`src/rtl/comp_result_merger_pkg.sv`:
```
// Shared widths for the compression datapath.
// Host words are an integer number of core beats wide.
package common;
  localparam int COMP_CORES     = 4;
  localparam int COMP_DATA_BITS = 128;
  localparam int AXI_DATA_BITS  = 512;
  localparam int COMP_RATIO     = AXI_DATA_BITS / COMP_DATA_BITS;
endpackage

```
`src/rtl/comp_result_merger_packer.sv`:
```
// axis_lane_packer: packs narrow AXIS beats into wide words.
// A word closes on its last lane or on tlast, never mixing packets.
module axis_lane_packer #(
  parameter int IN_BITS  = 128,
  parameter int OUT_BITS = 512
) (
  input  logic                  clk,
  input  logic                  rst,
  input  logic [IN_BITS-1:0]    s_tdata_i,
  input  logic [IN_BITS/8-1:0]  s_tkeep_i,
  input  logic                  s_tlast_i,
  input  logic                  s_tvalid_i,
  output logic                  s_tready_o,
  output logic [OUT_BITS-1:0]   m_tdata_o,
  output logic [OUT_BITS/8-1:0] m_tkeep_o,
  output logic                  m_tlast_o,
  output logic                  m_tvalid_o,
  input  logic                  m_tready_i
);
  localparam int RATIO = OUT_BITS / IN_BITS;
  localparam int LW    = (RATIO > 1) ? $clog2(RATIO) : 1;
  localparam int KB    = IN_BITS / 8;

  logic [LW-1:0]         lane_q, lane_d;
  logic [OUT_BITS-1:0]   pack_data_q, pack_data_d;
  logic [OUT_BITS/8-1:0] pack_keep_q, pack_keep_d;
  logic [OUT_BITS-1:0]   out_data_q, out_data_d;
  logic [OUT_BITS/8-1:0] out_keep_q, out_keep_d;
  logic                  out_last_q, out_last_d;
  logic                  out_valid_q, out_valid_d;
  logic [OUT_BITS-1:0]   word_data;
  logic [OUT_BITS/8-1:0] word_keep;
  logic                  completes, out_free, accept;

  assign completes  = (lane_q == LW'(RATIO - 1)) || s_tlast_i;
  assign out_free   = !out_valid_q || m_tready_i;
  assign s_tready_o = !rst && (!completes || out_free);
  assign accept     = s_tvalid_i && s_tready_o;

  // Lanes above the current one are forced empty in the closing word.
  always_comb begin
    pack_data_d = pack_data_q;
    pack_keep_d = pack_keep_q;
    word_data   = '0;
    word_keep   = '0;
    for (int i = 0; i < RATIO; i++) begin
      if (LW'(i) == lane_q) begin
        pack_data_d[i*IN_BITS +: IN_BITS] = s_tdata_i;
        pack_keep_d[i*KB +: KB]           = s_tkeep_i;
        word_data[i*IN_BITS +: IN_BITS]   = s_tdata_i;
        word_keep[i*KB +: KB]             = s_tkeep_i;
      end else if (LW'(i) < lane_q) begin
        word_data[i*IN_BITS +: IN_BITS] =
          pack_data_q[i*IN_BITS +: IN_BITS];
        word_keep[i*KB +: KB] = pack_keep_q[i*KB +: KB];
      end
    end
  end

  always_comb begin
    lane_d      = lane_q;
    out_data_d  = out_data_q;
    out_keep_d  = out_keep_q;
    out_last_d  = out_last_q;
    out_valid_d = out_valid_q && !m_tready_i;
    if (accept) begin
      if (completes) begin
        out_data_d  = word_data;
        out_keep_d  = word_keep;
        out_last_d  = s_tlast_i;
        out_valid_d = 1'b1;
        lane_d      = '0;
      end else begin
        lane_d = lane_q + LW'(1);
      end
    end
  end

  always_ff @(posedge clk) begin
    if (rst) begin
      lane_q      <= '0;
      pack_data_q <= '0;
      pack_keep_q <= '0;
      out_data_q  <= '0;
      out_keep_q  <= '0;
      out_last_q  <= 1'b0;
      out_valid_q <= 1'b0;
    end else begin
      lane_q      <= lane_d;
      out_data_q  <= out_data_d;
      out_keep_q  <= out_keep_d;
      out_last_q  <= out_last_d;
      out_valid_q <= out_valid_d;
      if (accept && completes) begin
        pack_keep_q <= '0;
      end else if (accept) begin
        pack_data_q <= pack_data_d;
        pack_keep_q <= pack_keep_d;
      end
    end
  end

  assign m_tdata_o  = out_data_q;
  assign m_tkeep_o  = out_keep_q;
  assign m_tlast_o  = out_last_q;
  assign m_tvalid_o = out_valid_q;
endmodule

```
`src/rtl/comp_result_merger.sv`:
```
// comp_result_merger: round-robin merge of per-core compressed
// packets onto the wide host send stream.
module comp_result_merger
  import common::*;
#(
  parameter int N_CORES  = COMP_CORES,
  parameter int IN_BITS  = COMP_DATA_BITS,
  parameter int OUT_BITS = AXI_DATA_BITS,
  localparam int PW = (N_CORES > 1) ? $clog2(N_CORES) : 1
) (
  input  logic                        clk,
  input  logic                        rst,
  input  logic [N_CORES*IN_BITS-1:0]  in_tdata,
  input  logic [N_CORES*IN_BITS/8-1:0] in_tkeep,
  input  logic [N_CORES-1:0]          in_tlast,
  input  logic [N_CORES-1:0]          in_tvalid,
  output logic [N_CORES-1:0]          in_tready,
  output logic [OUT_BITS-1:0]         out_tdata,
  output logic [OUT_BITS/8-1:0]       out_tkeep,
  output logic                        out_tlast,
  output logic                        out_tvalid,
  input  logic                        out_tready,
  output logic [PW-1:0]               cur_core
);
  localparam int KB = IN_BITS / 8;

  logic [PW-1:0]      ptr_q, ptr_d;
  logic [IN_BITS-1:0] sel_data;
  logic [KB-1:0]      sel_keep;
  logic               sel_last, sel_valid, sel_ready;

  always_comb begin
    sel_data  = '0;
    sel_keep  = '0;
    sel_last  = 1'b0;
    sel_valid = 1'b0;
    in_tready = '0;
    for (int i = 0; i < N_CORES; i++) begin
      if (ptr_q == PW'(i)) begin
        sel_data     = in_tdata[i*IN_BITS +: IN_BITS];
        sel_keep     = in_tkeep[i*KB +: KB];
        sel_last     = in_tlast[i];
        sel_valid    = in_tvalid[i];
        in_tready[i] = sel_ready;
      end
    end
  end

  always_comb begin
    ptr_d = ptr_q;
    if (sel_valid && sel_ready && sel_last) begin
      ptr_d = (ptr_q == PW'(N_CORES - 1)) ? '0 : ptr_q + PW'(1);
    end
  end

  always_ff @(posedge clk) begin
    if (rst) ptr_q <= '0;
    else     ptr_q <= ptr_d;
  end

  assign cur_core = ptr_q;

  axis_lane_packer #(
    .IN_BITS (IN_BITS),
    .OUT_BITS(OUT_BITS)
  ) u_packer (
    .clk       (clk),
    .rst       (rst),
    .s_tdata_i (sel_data),
    .s_tkeep_i (sel_keep),
    .s_tlast_i (sel_last),
    .s_tvalid_i(sel_valid),
    .s_tready_o(sel_ready),
    .m_tdata_o (out_tdata),
    .m_tkeep_o (out_tkeep),
    .m_tlast_o (out_tlast),
    .m_tvalid_o(out_tvalid),
    .m_tready_i(out_tready)
  );
endmodule

```
`config.mk`:
```
export PLATFORM = sky130hd
export DESIGN_NAME = comp_result_merger
export DESIGN_NICKNAME = d
export VERILOG_FILES = /design/src/rtl/comp_result_merger_pkg.sv /design/src/rtl/comp_result_merger_packer.sv /design/src/rtl/comp_result_merger.sv
export SDC_FILE = /design/constraint.sdc
export NUM_CORES = 2
export LEC_CHECK = 0
export ABC_AREA = 0
export BUFFER_PORTS_ARGS = -buffer_cell sky130_fd_sc_hd__buf_4
export CAP_MARGIN = 20
export CORE_AREA = 3 3 451 453
export CTS_CLUSTER_DIAMETER = 60
export DETAILED_ROUTE_END_ITERATION = 6
export DIE_AREA = 0 0 454 456
export PLACE_DENSITY_LB_ADDON = 0.2
export SLEW_MARGIN = 25
export SYNTH_ARGS = -nofsm -noshare
export SYNTH_HDL_FRONTEND = slang
export SYNTH_SLANG_ARGS = --single-unit
```
`constraint.sdc`:
```
create_clock -name clk -period 2.5 [get_ports clk]
set_clock_uncertainty 0.05 [all_clocks]
set_input_delay 0.5 -clock clk [delete_from_list [all_inputs] [get_ports clk]]
set_output_delay 0.5 -clock clk [all_outputs]
set_load 0.03 [all_outputs]
```
==> results by group <==
Routing
  – ANT nets after route: 0
  – Drt wl/cell: 26.9 um
  – DRC: 0
  – Drt via density: roughly 5
  – Routed vias: 47337
  – DRT Wirelength: around 260000 um
  – Total iterations of the first detailed-routing run: 6
  – Drt initial violations: 3245

Floorplanning
  – Die width: 454 um
  – IO Pins: approximately 1200
  – Die Ht: 456 um
  – Die ar.: 207000 sq um
  – FP Rows: 164
  – CORE AREA: 200000 sq um
  – Starting Density: 23.7%

Run
  – Max_cap viols: 0

Setup path
  – Worst R2R Setup Slack: -480 ps
  – WP data required: 1950 ps
  – Critical Path End: in_tready[0]
  – CP Capture Type: primary output
  – Worst-path maximum fanout: 3
  – RR Endpoint: u_packer.m_tdata_o[435]
  – R2r worst-path depth: 17
  – Startpoint class of the critical path: flop
  – Crit path launch: cur_core[1]
  – Worst reg2reg startpoint: cur_core[1]
  – CP Class: flop to primary output
  – Worst Path Arrival: between 2000 and 3000 ps

Power and ir drop
  – Maximum vdd drop: 0.669 mV
  – Clk pwr share: around 26%
  – Power Density: 1050 nW/um^2
  – Reg power frac: 24.4%
  – Internal Power: 0.0455 W
  – Comb power frac: 49.8%
  – Sw Pwr: approximately 0.031 W
  – Net Sw Frac: 40.7%
  – Leakage power: 32.0 nW

Logic synthesis
  – Top cell type's share of synthesized area: a little over two fifths
  – Async set-reset flop share out of synthesis: 0%
  – Synthesized flop and latch total: a little over 1000
  – Top post-synthesis cells by count: nand2_1, dfxtp_1, mux2i_1, clkbuf_1, nand4_1
  – Most common cell in the netlist: nand2_1
  – Register area share after synthesis: 42.9%
  – Post-synthesis cell area: 47300 sq um
  – Post-Syn Instances: 5438
  – Yosys top cell by area: dfxtp_1
  – Synth top area cells: dfxtp_1, mux2i_1, nand2_1, nand4_1, clkbuf_1
  – Prevailing post-synth register cell: dfxtp_1
  – Syn Area/Cell: 8.70 sq um
  – Yosys cell types: 46
  – Syn nets: ~6000
  – EDFF count, synth: 0
  – Syn. warnings: 0

Global routing
  – Global-route wire length before repair: 354000 um
  – Pin count of the biggest net entering global routing: 84
  – Antenna violations before repair: 17
  – GRT Total Usage: 23.5%
  – GRT overflow: 0
  – Vias in the first global route: 46413

STA
  – Final Hold Fails: 0
  – Measured slew at the worst slew-check pin: 921 ps
  – Slew HR: 38.5%
  – RSZ-0062 raised after global routing: yes
  – Final min period: 3100 ps
  – Fin. max-slew vios: 0
  – # setup viols final: 1014
  – Max frequency: 0.322 GHz
  – Final worst-path cycle share: 124%
  – Hold WS: 287 ps
  – Post-route setup slack: -604 ps
  – Final setup TNS: -316200 ps

Status
  – Violated checks: setup timing
  – Run status: complete, but fails checks

Clocking
  – TritonCTS clock tree: done
  – Htree depth: 4
  – Latest clock arrival within the worst-skew pair: approximately 800 ps
  – Clock-pin slew on the worst setup and hold paths: 50 ps
  – Clock Tree Root: clkbuf_16
  – CTS max path bufs: 3
  – Clock Sinks: 1014
  – CTS Buf Count: 135

Place
  – Port buffer count: about 1200
  – RePlAce Congestion: 0.896
  – Hpwl dp: approximately 180000 um
  – Placed Cells: roughly 9200

Cells and area
  – Final nets: 7496
  – Finished Core Util: a little under two fifths
  – Layout cells sized above 1: 32.3%
  – Fillers: 20119
  – Non-Filler Instances: about 9700
  – Area Growth Syn to Fin: 54.9%

Min path
  – Worst min path class: input pin to flop
## routing by layer
| metal | wire length, um | GRT usage [%] | vias up |
|---|---|---|---|
| met5 | 0 | 0 | - |
| met1 | 108000 | 28.9 | 23376 |
| li1 | - | - | 22159 |
| met4 | 8250 | 7.29 | 0 |
| met2 | 131000 | 41.6 | 1498 |
| met3 | 13700 | 3.94 | 304 |
## power by group through the flow
stage	clock network (W)	registers, W	logic (W)
floorplan	0	0.0207	0.0150
global placement	0	0.0190	0.0326
detailed placement	0	0.0190	0.0326
CTS	0.0202	0.0187	0.0369
global route	0.0208	0.0189	0.0401
finish	0.0198	0.0187	0.0382
## critical path, stage by stage, from the launching register on
cell,delay [ps]
dfxtp_4,370
inv_4,50
ha_4,170
nand3b_1,230
a221oi_4,350
a211oi_4,150
buf_12,160
and2_4,170
buf_6,140
## how the worst min path moves through the flow
stage	start	slack (ps)	depth (start not counted)	endpoint
after CTS	in_tkeep[44]	200	5	u_packer.pack_keep_q[12]
after floorplan	u_packer.pack_data_q[128]	390	2	u_packer.pack_data_q[128]
after detailed placement	u_packer.m_tdata_o[132]	390	2	u_packer.m_tdata_o[132]
after global placement	u_packer.m_tdata_o[130]	390	2	u_packer.m_tdata_o[130]
after global routing	in_tkeep[44]	240	5	u_packer.pack_keep_q[12]
final	in_tkeep[44]	290	5	u_packer.pack_keep_q[28]
## per-stage QoR
stage / worst slack [ps] / total power [W] / cell area, sq um
floorplan: -84.0 / 0.0357 / 47600
global placement: -179 / 0.0516 / 62900
detailed placement: -182 / 0.0516 / 62900
CTS: -666 / 0.0758 / 71500
global route: -733 / 0.0798 / 73200
finish: -604 / 0.0767 / 73300
## final cells by class
class	instances	area [sq um]	area share (%)
diodes	13	32.5	0.0444
clock buffers	190	3900	5.32
clock inverters	54	648	0.885
inverters	71	287	0.391
multi-input cells	3811	25700	35.0
flip-flops and latches	1014	20300	27.7
well taps	2656	3320	4.54
repair buffers	1867	19100	26.1
## registers in the layout (all words and copies together), names as in the netlist
signal / cells
u_packer.m_tlast_o: 1
u_packer.m_tvalid_o: 1
u_packer.m_tkeep_o: 64
cur_core: 2
u_packer.lane_q: 2
u_packer.m_tdata_o: 512
u_packer.pack_data_q: 384
u_packer.pack_keep_q: 48
## cell usage in the layout (no fill, tap or decap), drive strengths merged, types with 20 or more instances in the layout
cell,instances
a21oi,164
a22oi,32
a311o,128
buf,1826
clkbuf,213
clkinv,29
dfxtp,1014
inv,87
mux2i,817
nand2,1190
nand2b,131
nand3b,129
nand4,261
nor2,134
nor2b,131
nor3,20
nor3b,129
o21ai,258
o2bb2ai,127
o32ai,64
## cell families after synthesis
kind of cell    after synthesis  synth area share [%]
buf+inv                     613                  5.28
flops                      1014                  42.9
simple gates               2135                  21.9
fa+ha+maj                     9                 0.238
mux                         817                  17.3
compound gates              850                  12.4
## timing repair
action | in CTS | in global routing
hold buffers | 1 | 0
endpoints found under the hold margin | 1 | 0
cloned | 72 | 26
buffers inserted | 108 | 50
gates resized for setup | 220 | 203
setup endpoints to repair | 609 | 1018
pin swaps | 42 | 25
(Power assumes the default switching activity.)
